File: src/rtl/sub_pkg.sv
`default_nettype none
// ============================================================================
// Module : sub_pkg
// Brief  : Shared types and defaults for the bit-serial subtractor.
// Rev    : 1.0
// ============================================================================
package sub_pkg;

    typedef enum logic [1:0] {
        IDLE = 2'd0,
        RUN  = 2'd1,
        DONE = 2'd2
    } sub_state_t;

    localparam int SUB_WIDTH_DEFAULT = 4;

endpackage : sub_pkg
`default_nettype wire

File: src/rtl/serial_subtractor_4bit_if.sv
`default_nettype none
// ============================================================================
// Module : serial_subtractor_4bit_if
// Brief  : Operand/result handshake bundle for the serial subtractor.
// Rev    : 1.0
// ============================================================================
interface serial_subtractor_4bit_if #(
    parameter int WIDTH = sub_pkg::SUB_WIDTH_DEFAULT
);
    logic             start;
    logic [WIDTH-1:0] A;
    logic [WIDTH-1:0] B;
    logic             Bin;
    logic             busy;
    logic             done;
    logic [WIDTH-1:0] Diff;
    logic             Bout;
    logic             V;

    modport master (
        output start, A, B, Bin,
        input  busy, done, Diff, Bout, V
    );

    modport slave (
        input  start, A, B, Bin,
        output busy, done, Diff, Bout, V
    );
endinterface : serial_subtractor_4bit_if
`default_nettype wire

File: src/rtl/full_subtractor_bit.sv
`default_nettype none
// ============================================================================
// Module : full_subtractor_bit
// Brief  : One-bit full subtractor, d = a - b - bin with borrow out.
// Rev    : 1.0
// ============================================================================
module full_subtractor_bit (
    input  logic a,
    input  logic b,
    input  logic bin,
    output logic d,
    output logic bout
);
    assign d    = a ^ b ^ bin;
    assign bout = (~a & b) | (~(a ^ b) & bin);
endmodule : full_subtractor_bit
`default_nettype wire

File: src/rtl/serial_subtractor_4bit.sv
`default_nettype none
// ============================================================================
// Module : serial_subtractor_4bit
// Brief  : Bit-serial ripple subtractor, Diff = A - B - Bin, LSB first.
// Rev    : 1.0
// ============================================================================
module serial_subtractor_4bit
    import sub_pkg::*;
#(
    parameter int WIDTH = SUB_WIDTH_DEFAULT
) (
    input  logic                     clk,
    input  logic                     rst_n,
    serial_subtractor_4bit_if.slave  bus
);
    localparam int               CNT_W    = $clog2(WIDTH);
    localparam logic [CNT_W-1:0] LAST_BIT = CNT_W'(WIDTH - 1);

    sub_state_t       state_q, state_d;
    logic [WIDTH-1:0] a_q, a_d;
    logic [WIDTH-1:0] b_q, b_d;
    logic [WIDTH-1:0] dsh_q, dsh_d;
    logic [CNT_W-1:0] cnt_q, cnt_d;
    logic             br_q, br_d;
    logic [WIDTH-1:0] diff_q, diff_d;
    logic             bout_q, bout_d;
    logic             v_q, v_d;
    logic             busy_q, busy_d;
    logic             done_q, done_d;

    logic             bit_d;
    logic             bit_bout;

    // Operands shift right so the current bit is always at index 0.
    full_subtractor_bit u_fsb (
        .a    (a_q[0]),
        .b    (b_q[0]),
        .bin  (br_q),
        .d    (bit_d),
        .bout (bit_bout)
    );

    always_comb begin
        state_d = state_q;
        a_d     = a_q;
        b_d     = b_q;
        dsh_d   = dsh_q;
        cnt_d   = cnt_q;
        br_d    = br_q;
        diff_d  = diff_q;
        bout_d  = bout_q;
        v_d     = v_q;

        case (state_q)
            IDLE: begin
                if (bus.start) begin
                    a_d     = bus.A;
                    b_d     = bus.B;
                    br_d    = bus.Bin;
                    cnt_d   = '0;
                    state_d = RUN;
                end
            end
            RUN: begin
                a_d   = a_q >> 1;
                b_d   = b_q >> 1;
                br_d  = bit_bout;
                dsh_d = {bit_d, dsh_q[WIDTH-1:1]};
                cnt_d = cnt_q + 1'b1;
                if (cnt_q == LAST_BIT) begin
                    // a_q[0]/b_q[0] hold the original sign bits on this last step.
                    cnt_d   = '0;
                    diff_d  = {bit_d, dsh_q[WIDTH-1:1]};
                    bout_d  = bit_bout;
                    v_d     = (a_q[0] ^ b_q[0]) & (a_q[0] ^ bit_d);
                    state_d = DONE;
                end
            end
            DONE:    state_d = IDLE;
            default: state_d = IDLE;
        endcase

        busy_d = (state_d != IDLE);
        done_d = (state_d == DONE);
    end

    always_ff @(posedge clk or negedge rst_n) begin
        if (!rst_n) begin
            state_q <= IDLE;
            a_q     <= '0;
            b_q     <= '0;
            dsh_q   <= '0;
            cnt_q   <= '0;
            br_q    <= 1'b0;
            diff_q  <= '0;
            bout_q  <= 1'b0;
            v_q     <= 1'b0;
            busy_q  <= 1'b0;
            done_q  <= 1'b0;
        end else begin
            state_q <= state_d;
            a_q     <= a_d;
            b_q     <= b_d;
            dsh_q   <= dsh_d;
            cnt_q   <= cnt_d;
            br_q    <= br_d;
            diff_q  <= diff_d;
            bout_q  <= bout_d;
            v_q     <= v_d;
            busy_q  <= busy_d;
            done_q  <= done_d;
        end
    end

    assign bus.busy = busy_q;
    assign bus.done = done_q;
    assign bus.Diff = diff_q;
    assign bus.Bout = bout_q;
    assign bus.V    = v_q;

endmodule : serial_subtractor_4bit
`default_nettype wire

File: src/flat_wrapper.sv
// flat-port wrapper written by rule: the top's interface ports become plain ports
module serial_subtractor_4bit_flat import sub_pkg::*;
#(
    parameter int WIDTH = SUB_WIDTH_DEFAULT
)
  (clk, rst_n, bus_start, bus_A, bus_B, bus_Bin, bus_busy, bus_done, bus_Diff, bus_Bout, bus_V);
  serial_subtractor_4bit_if #(.WIDTH(WIDTH)) bus_i ();
  input  logic clk;
  input  logic rst_n;
  input wire logic [$bits(bus_i.start)-1:0] bus_start;
  input wire logic [$bits(bus_i.A)-1:0] bus_A;
  input wire logic [$bits(bus_i.B)-1:0] bus_B;
  input wire logic [$bits(bus_i.Bin)-1:0] bus_Bin;
  output wire logic [$bits(bus_i.busy)-1:0] bus_busy;
  output wire logic [$bits(bus_i.done)-1:0] bus_done;
  output wire logic [$bits(bus_i.Diff)-1:0] bus_Diff;
  output wire logic [$bits(bus_i.Bout)-1:0] bus_Bout;
  output wire logic [$bits(bus_i.V)-1:0] bus_V;
  assign bus_i.start = bus_start;
  assign bus_i.A = bus_A;
  assign bus_i.B = bus_B;
  assign bus_i.Bin = bus_Bin;
  assign bus_busy = bus_i.busy;
  assign bus_done = bus_i.done;
  assign bus_Diff = bus_i.Diff;
  assign bus_Bout = bus_i.Bout;
  assign bus_V = bus_i.V;
  serial_subtractor_4bit #(.WIDTH(WIDTH)) u_core (.clk(clk), .rst_n(rst_n), .bus(bus_i));
endmodule
File: config.mk
export PLATFORM = sky130hd
export DESIGN_NAME = serial_subtractor_4bit_flat
export DESIGN_NICKNAME = d
export VERILOG_FILES = /design/src/rtl/sub_pkg.sv /design/src/rtl/serial_subtractor_4bit_if.sv /design/src/rtl/full_subtractor_bit.sv /design/src/rtl/serial_subtractor_4bit.sv /design/src/flat_wrapper.sv
export SDC_FILE = /design/constraint.sdc
export NUM_CORES = 1
export LEC_CHECK = 0
export ABC_CLOCK_PERIOD_IN_PS = 1800
export CAP_MARGIN = 0
export CORE_UTILIZATION = 49
export DETAILED_ROUTE_END_ITERATION = 10
export PLACE_DENSITY = 0.72
export SYNTH_ARGS = -nofsm -noshare
export SYNTH_HDL_FRONTEND = slang
export SYNTH_HIERARCHICAL = 1
export SYNTH_SLANG_ARGS = --single-unit
File: constraint.sdc
create_clock -name clk -period 1.8 [get_ports clk]
set_input_delay 0.27 -clock clk [delete_from_list [all_inputs] [get_ports clk]]
set_output_delay 0.27 -clock clk [all_outputs]
set_load 0.005 [all_outputs]
==> run metrics <==
sequential share of the synthesized area 0.5933; Max Clk Rate 0.6313 GHz; fin nets 135; Worst R2R Start u_core/b_q[0]; pins over their slew limit 0; Net Switching 685.5 uW; final hold vios 0; ys async rst share 1.000; Routed WL 1828 um; CTS buffer count 3; Die H 47.45 um; synthesis-stage register bit count 24; Die W 47.45 um; DP HPWL 1319 um; initial antenna violation count 0; Initial DRT Pass Iterations 5; clk slew on worst S/H paths 140 ps; Worst Setup Path Type flop to flop; # clock sinks 24; crit path cell chain inv_1 > fa_1 > or3b_1 > a31oi_1; CTS hold repair buffers 0; Worst-Skew Late Latency 310 ps; Max stage delay cell, worst path fa_1; RSZ-0062 raised after global routing false; Synth area leader dfrtp_1; die footprint 2252 um2; Yosys top cell area share 0.5933; Port Buf Inserts 19; P&R area growth vs syn 28.06%; CTS tree built; R2R Setup Slk 220 ps; overall routing resource usage 0.1908; ys flop type dfrtp_1; number of synthesized flops with an enable pin 0; FILL cells 180; core box area 1942 um2; Yosys cell types 21; Synth Cell Area 1012 um2; post-route ant nets 0; Synthesis Warnings 6; Worst IR Drop VDD 0.7217 mV; # DRC 0; Sw Ratio 0.3238; max_slew headroom 0.7051; vias in the first global route 696; num rows 16; global route total overflow 0; Placer Congestion 0.7244; PD cells 1633 nW/um2; Clock Path Buffers 2; Startpoint Class flop; endpoints failing setup 0; Clock Skew 15.18 ps; max-cap violation count 0; crit path from u_core/b_q[0]; n_diodes 0; Vias per Instance 5.082; required time of the critical path 2050 ps; synth top area cells dfrtp_1 59%, nand2_1 9.6%, a22oi_1 5.2%; Setup TNS 0 ps; CP max stage delay 510 ps; postcts setup bufs 0; Leakage 0.5896 nW; Worst setup EP type flop; Clk Tree Root Cell clkbuf_4; largest net degree at the start of global routing 25; Post-Synthesis Cells 97; min-delay worst type input pin to asynchronous set/reset pin; vias 747; Critical Path AT 1830 ps; first-pass GRT wire length 2911 um; Logic pwr share 0.372; Commonest cells post-synth 26 x nand2_1, 24 x dfrtp_1, 10 x o21ai_0, 7 x a22oi_1, 6 x inv_1; Initial Util 0.5213; status finished clean; Sequential Power Share 0.447; final cell utilization of the core 0.6675; worst-margin pin slew 442.3 ps; H-tree Lvls 1; Initial DRC Count 10; CP max FO 4; Avg Synthesized Cell Area 10.44 um2; most numerous cell in the Yosys netlist nand2_1; min cycle time layout 1584 ps; Post-CTS Resized 0; mean routed wirelength per cell 12.44 um; post-synth net total 111; layout cells sized above 1 0.1083; Clock Power Share 0.181; I/O pin cnt 20; Tcrit/Tclk final 0.8800; Int Pwr 1.431 mW
[layout make-up]
type,instances,area [um2],share of cell area
inverter,7,27.53,0.02124
multi-input combinational,63,369.1,0.2847
timing repair buffer,22,212.7,0.1641
clock buffer,3,22.52,0.01737
tap,27,33.78,0.02606
sequential,24,600.6,0.4633
clock inverter,1,30.03,0.02317
[power groups by stage]
stage	logic [mW]	registers, mW	clock network [mW]
floorplan	0.513	0.900	0
global placement	0.758	0.949	0
detailed placement	0.795	0.961	0
CTS	0.800	0.948	0.390
global route	0.901	0.984	0.417
finish	0.787	0.946	0.383
[state kept, by name (all words and copies together) (netlist names), 2 cells and up]
register,flops
u_core/dsh_q,3
u_core/state_q,2
u_core/a_q,4
u_core/cnt_q,2
u_core/bus.Diff,4
u_core/b_q,4
[kinds of logic (layout without fill, tap and decap cells)]
family / Yosys count / in the layout / share of synthesized area
fa+ha+maj: 2 / 2 / 0.03214
flops: 24 / 24 / 0.5933
buf+inv: 10 / 33 / 0.04202
compound gates: 23 / 23 / 0.1372
mux: 3 / 3 / 0.03337
simple gates: 35 / 35 / 0.1619
[critical path, delay by kind of cell (launching register included)]
kind,cells,cell delay [ps]
AOI/OAI and AO/OA,1,160
buffers and inverters,1,70
DFF,1,410
adders and majority gates,1,510
and+or+nand+nor,1,370
[per-stage QoR]
stage               instance area [um2]  cells  power [mW]  worst slack (ps)  hold WS, ps
global placement                   1244    143       1.707             291.9        444.2
CTS                                1296    147       2.138             201.2        293.9
detailed placement                 1244    143       1.756             231.1        454.9
floorplan                          1012     97       1.413             312.8       -25.59
global route                       1296    147       2.302             115.2        304.7
finish                             1296    147       2.117             215.9        290.4
[routing by layer]
| metal | up-vias | global-route usage | part of all wire |
|---|---|---|---|
| li1 | 367 | - | - |
| met5 | - | 0 | 0 |
| met4 | 0 | 0.08571 | 0.0066 |
| met3 | 2 | 0.03396 | 0.036 |
| met2 | 18 | 0.3370 | 0.54 |
| met1 | 360 | 0.2252 | 0.42 |
[final timing paths]
path,cells past startpoint,to
max,4,u_core/bus.V
min,2,u_core/dsh_q[3]
max reg2reg,4,u_core/bus.V
min reg2reg,2,u_core/bus.Diff[0]
max in group asynchronous,2,u_core/state_q[1]
min in group clk,2,u_core/bus.Diff[0]
[cells in the final DEF, fill, tap and decap left out]
| master | Yosys | final |
|---|---|---|
| o21bai_1 | 1 | 1 |
| bufinv_16 | 0 | 1 |
| a22oi_1 | 7 | 7 |
| clkinv_2 | 1 | 1 |
| fa_1 | 1 | 1 |
| or3b_1 | 1 | 1 |
| nand2b_1 | 1 | 1 |
| ha_1 | 1 | 1 |
| and2b_4 | 1 | 1 |
| clkbuf_4 | 0 | 3 |
| buf_4 | 0 | 3 |
| dfrtp_1 | 24 | 24 |
| nor2_1 | 1 | 1 |
| a31oi_1 | 1 | 1 |
| o21ai_0 | 10 | 10 |
| inv_1 | 6 | 6 |
| nor2b_1 | 3 | 3 |
| nand3b_2 | 1 | 1 |
| o31ai_1 | 1 | 1 |
| clkdlybuf4s50_1 | 0 | 19 |
| a21oi_1 | 3 | 3 |
| nand2_1 | 26 | 26 |
| mux2_2 | 3 | 3 |
| nand3b_1 | 1 | 1 |
Power figures use the tool's default switching activity.
==> RTL edit 1: new RTL, config.mk and constraints unchanged <==
The package constant `SUB_WIDTH_DEFAULT` goes from 4 to 2.
--- a/src/rtl/sub_pkg.sv
+++ b/src/rtl/sub_pkg.sv
@@ -13,5 +13,5 @@
     } sub_state_t;
 
-    localparam int SUB_WIDTH_DEFAULT = 4;
+    localparam int SUB_WIDTH_DEFAULT = 2;
 
 endpackage : sub_pkg
Interface: changed (resized bus_A, bus_B and bus_Diff); port bits go from 20 to 14. The function was not compared with the original's and may differ.
==> RTL edit 1 against the unedited design <==
  * Area after synthesis decreased by 32%
  * Final area decreased by 34%
  * Routed wire length decreased by 40%
  * Power decreased by 30%
  * Core utilization decreased by 0.98 points
  * First-iteration DRC count decreased by 70%
  * Setup slack improved by 0.094 ns
  * Global-route usage decreased by 0.83 points
  * Sequential share of layout area decreased by 2.5 points
  * Sequential cell count decreased by 9
  * Clock power decreased by 49%
  * Non-clock buffer count decreased by 8
  * Largest cell class unchanged
==> RTL edit 1: results (changes against the unedited design) <==
switching component of the power=0.5077 mW (-26%); share of cells above drive strength 1=0.1467 (+0.03833); Routability Congestion=0.7758 (+7.1%); first-pass GRT wire length=1869 um (-36%); cell with the biggest individual delay on the critical path=sky130_fd_sc_hd__fa_1; global-route usage over all layers=0.1825 (-0.008306); Worst IR Drop VDD=0.9686 mV (+34%); Synthesis Warnings=6 (unchanged); maximum number of pins on one net before global-route repair=16 (-36%); class of the most critical hold timing path=input port to async pin; worst-skew pair later-pin latency=0.28 ns (-0.03 ns); post-synth net total=68 (-39%); CTS root buffer=sky130_fd_sc_hd__clkbuf_4; M1 GR Usage=0.2527 (+0.02753); async set-or-reset flop fraction in the synthesized netlist=1.000 (unchanged); Final nets=85 (-37%); Clock Skews=0.002350 ns (-0.01283 ns); length in cells of the worst reg-to-reg path=5 (+1); sequential share of the synthesized area=0.5425 (-0.05083); Top Layer Used=met4; wire length reported by the detailed router=1103 um (-40%); synth cell count leaders=sky130_fd_sc_hd__dfrtp_1, sky130_fd_sc_hd__inv_1, sky130_fd_sc_hd__a22oi_1; maximum single-stage delay on the critical path=0.51 ns (about the same); count of port buffers added during placement=13 (-6); iteration-0 DRC count of the detailed router=3 (-7); diode count=0 (unchanged); Post CTS Setup Buffer Count=0 (unchanged); end-of-flow core utilization=0.6577 (-0.009834); cell class contributing the biggest share of worst-path delay=adder cells; CP Launch Type=register; Register-to-Register Setup Slack=0.31 ns (+0.09 ns); total CTS buffers=3 (unchanged); routed metal-1 wire length=536 um (-30%); antenna violations before repair=0 (unchanged); count of distinct cell types in the synthesized netlist=19 (-9.5%); maximum root-to-sink buffer count=2 (unchanged); Worst-path clk slew=0.09 ns (-0.05 ns); routed wire length on met3=51 um (-22%); first drt pass iteration count=2 (-3); biggest fanout along the worst timing path=5 (+1); GR met3 Demand/Resource=0.03409 (+0.0001286); met2 track demand over resource in global routing=0.2746 (-0.06240); CP arrival=1.66 ns (-0.17 ns); vias in the first global route=415 (-40%); DP HPWL=827.5 um (-37%); CTS H-tree depth=1 (unchanged); amount of wire on met2 after detailed routing=505 um (-49%); Synth area leaders=sky130_fd_sc_hd__dfrtp_1, sky130_fd_sc_hd__a22oi_1, sky130_fd_sc_hd__mux2_4, sky130_fd_sc_hd__inv_1, sky130_fd_sc_hd__buf_6; run status=finished, final reports clean; Slew @ Worst Pin=0.3392 ns (-0.1031 ns); worst reg2reg startpoint=u_core/b_q[0]; via count of the routed design=474 (-37%); total of fill cells in the finished design=108 (-40%); post-place instance area=825.8 um^2 (-34%); end of the critical path=u_core/bus.V; Top FF cell, synth=sky130_fd_sc_hd__dfrtp_1; Leakage=0.4066 nW (-31%); post-cts repair resize count=0 (unchanged)
RTL edit 1: changes by cell type in the layout (fill, tap and decap cells not counted), moves of 3 or more:
cell,before,now
sky130_fd_sc_hd__clkdlybuf4s50_1,19,13
sky130_fd_sc_hd__dfrtp_1,24,15
sky130_fd_sc_hd__mux2_4,0,3
sky130_fd_sc_hd__nand2_1,26,3
sky130_fd_sc_hd__o21ai_0,10,2
sky130_fd_sc_hd__o21ai_1,0,3
RTL edit 1: power by group through the flow:
| stage | Clock [mW] | Combinational, mW | Sequential (mW) |
|---|---|---|---|
| after floorplan | 0 | 0.498 | 0.601 |
| after global placement | 0 | 0.616 | 0.661 |
| after detailed placement | 0 | 0.629 | 0.669 |
| after CTS | 0.203 | 0.634 | 0.660 |
| after global routing | 0.216 | 0.701 | 0.685 |
| final | 0.194 | 0.629 | 0.657 |
RTL edit 1: cell type report:
class,count,share of cell area
clock buffers,3,0.02632
clock inverters,1,0.008772
inverters,8,0.03509
multi-input cells,34,0.3085
flip-flops and latches,15,0.4386
well taps,15,0.02193
repair buffers,14,0.1608
RTL edit 1: cells by family after synthesis:
kind of cell / after synthesis / share of synthesized area
AO/OA/AOI/OAI: 16 / 0.1483
flip-flops: 15 / 0.5425
buffers and inverters: 10 / 0.07595
multiplexers: 4 / 0.08137
adder cells (fa/ha/maj): 1 / 0.02893
AND/OR/NAND/NOR: 13 / 0.1230
RTL edit 1: worst min-delay path by stage:
| stage | startpoint | endpoint | slack [ns] | cells after the start |
|---|---|---|---|---|
| 6_report | rst_n | u_core/bus.done | 0.30 | 2 |
| 5_1_grt | rst_n | u_core/bus.done | 0.31 | 2 |
| 4_1_cts | rst_n | u_core/bus.Diff[0] | 0.30 | 2 |
| 3_5_place_dp | u_core/bus.V | u_core/bus.V | 0.47 | 2 |
| 3_3_place_gp | u_core/bus.V | u_core/bus.V | 0.47 | 2 |
| 2_1_floorplan | rst_n | u_core/a_q[0] | -0.03 | 0 |
RTL edit 1: stage by stage:
stage | std cells | setup slack [ns]
2_1_floorplan | 59 | 0.4207
3_3_place_gp | 86 | 0.3793
3_5_place_dp | 86 | 0.3319
4_1_cts | 90 | 0.3305
5_1_grt | 90 | 0.1926
6_report | 90 | 0.3096
RTL edit 1: worst reg2reg max path, cell delays in order, from the launching register on:
cell	delay (ns)
sky130_fd_sc_hd__dfrtp_1	0.42
sky130_fd_sc_hd__inv_1	0.08
sky130_fd_sc_hd__fa_1	0.51
sky130_fd_sc_hd__nor2b_1	0.16
sky130_fd_sc_hd__a21oi_1	0.14
sky130_fd_sc_hd__o21ai_0	0.08
==> RTL edit 2: new RTL, same flow settings <==
Without the edit above. Re-encode `sub_state_t` (3 states) as one-hot, 3 bits wide.
--- a/src/rtl/sub_pkg.sv
+++ b/src/rtl/sub_pkg.sv
@@ -7,8 +7,8 @@
 package sub_pkg;
 
-    typedef enum logic [1:0] {
-        IDLE = 2'd0,
-        RUN  = 2'd1,
-        DONE = 2'd2
+    typedef enum logic [2:0] {
+        IDLE = 3'b001,
+        RUN  = 3'b010,
+        DONE = 3'b100
     } sub_state_t;
 
Function: no difference found for any inputs over 10 cycles, from zero or initial values and one cycle with rst_n low; not proved beyond that.
==> RTL edit 2 against the unedited design <==
  * Power fell by 4.7%
  * Sequential cell count increased by 1
  * Final area rose by 7.0%
  * Area after synthesis up 11%
  * Combinational power increased by 5.7%
  * Via count is 4.7% lower
  * Setup slack got worse by 0.12 ns
  * Routed wire length increased by 7.7%
  * Largest power group unchanged
  * Highest routed layer unchanged
==> RTL edit 2: results (changes against the unedited design) <==
combinational power=0.832 mW (+5.7%); maximum number of pins on one net before global-route repair=26 (+4.0%); Synthesis Warnings=6 (unchanged); run status=finished, final reports clean; M1 GR Usage=0.2439 (+0.01872); Register-to-Register Setup Slack=0.1 ns (-0.12 ns); buffer count excluding the clock tree in the final layout=24 (+9.1%); diode count=0 (unchanged); clock distribution area overhead in the final layout=0.01984 (-0.02070); DP HPWL=1425 um (+8.0%); synth cell count leaders=sky130_fd_sc_hd__dfrtp_1, sky130_fd_sc_hd__o22a_2, sky130_fd_sc_hd__inv_1; amount of wire on met2 after detailed routing=919 um (-6.5%); Final nets=121 (-10%); first drt pass iteration count=4 (-1); Leakage=0.6228 nW (+5.6%); cell type taking the most area=flip-flops and latches; count of distinct cell types in the synthesized netlist=28 (+33%); GR met3 Demand/Resource=0.07099 (+0.03703); Worst IR Drop VDD=0.8938 mV (+24%); wire length reported by the detailed router=1969 um (+7.7%); total of fill cells in the finished design=158 (-12%); maximum root-to-sink buffer count=2 (unchanged); share of cells above drive strength 1=0.3113 (+0.2030); routed metal-1 wire length=951 um (+24%); net switching fraction of the power=0.3202 (-0.003671); Non-CTS inverters=8 (+1); Synth area leaders=sky130_fd_sc_hd__dfrtp_1, sky130_fd_sc_hd__o22a_2, sky130_fd_sc_hd__mux2_1, sky130_fd_sc_hd__mux2_2, sky130_fd_sc_hd__dfstp_2; register bit total from synthesis=25 (+4.2%); Clock Skews=0.008701 ns (-0.006476 ns); sequential share of the synthesized area=0.5567 (-0.03666); Slew @ Worst Pin=0.3063 ns (-0.1360 ns); vias in the first global route=802 (+15%); antenna violations before repair=0 (unchanged); Routability Congestion=0.7085 (-2.2%); post-synth net total=95 (-14%); via count of the routed design=712 (-4.7%); total power draw=2.017 mW (-4.7%); first-pass GRT wire length=3553 um (+22%); non-clock buffer share of cell area=0.1641 (about the same); met2 track demand over resource in global routing=0.3176 (-0.01942); footprint of the multi-input gates=439.2 um^2 (+19%); CP arrival=1.96 ns (+0.13 ns); fraction of power consumed by the clock network=0.121 (-0.060); register area=626.9 um^2 (+4.4%); global-route usage over all layers=0.1938 (+0.003004); multi-input gates=45 (-29%)
[RTL edit 2: metrics by stage]
stage	hold WS [ns]	instance area, um^2	instances	worst slack [ns]	utilization
finish	0.2809	1388	133	0.09850	0.6729
CTS	0.2845	1388	133	0.1141	0.6729
global route	0.3124	1388	133	0.02538	0.6729
detailed placement	0.4782	1360	129	0.1327	0.6596
global placement	0.4701	1360	129	0.1551	0.6596
floorplan	-0.02559	1126	81	0.2274	-
[RTL edit 2: cells by family (layout without fill, tap and decap cells)]
family | after synthesis | after routing | share of synthesized area
fa+ha+maj | 2 | 2 | 0.02889
simple gates | 10 | 10 | 0.08001
buf+inv | 11 | 36 | 0.05333
compound gates | 25 | 25 | 0.2011
flops | 25 | 25 | 0.5567
mux | 8 | 8 | 0.07999
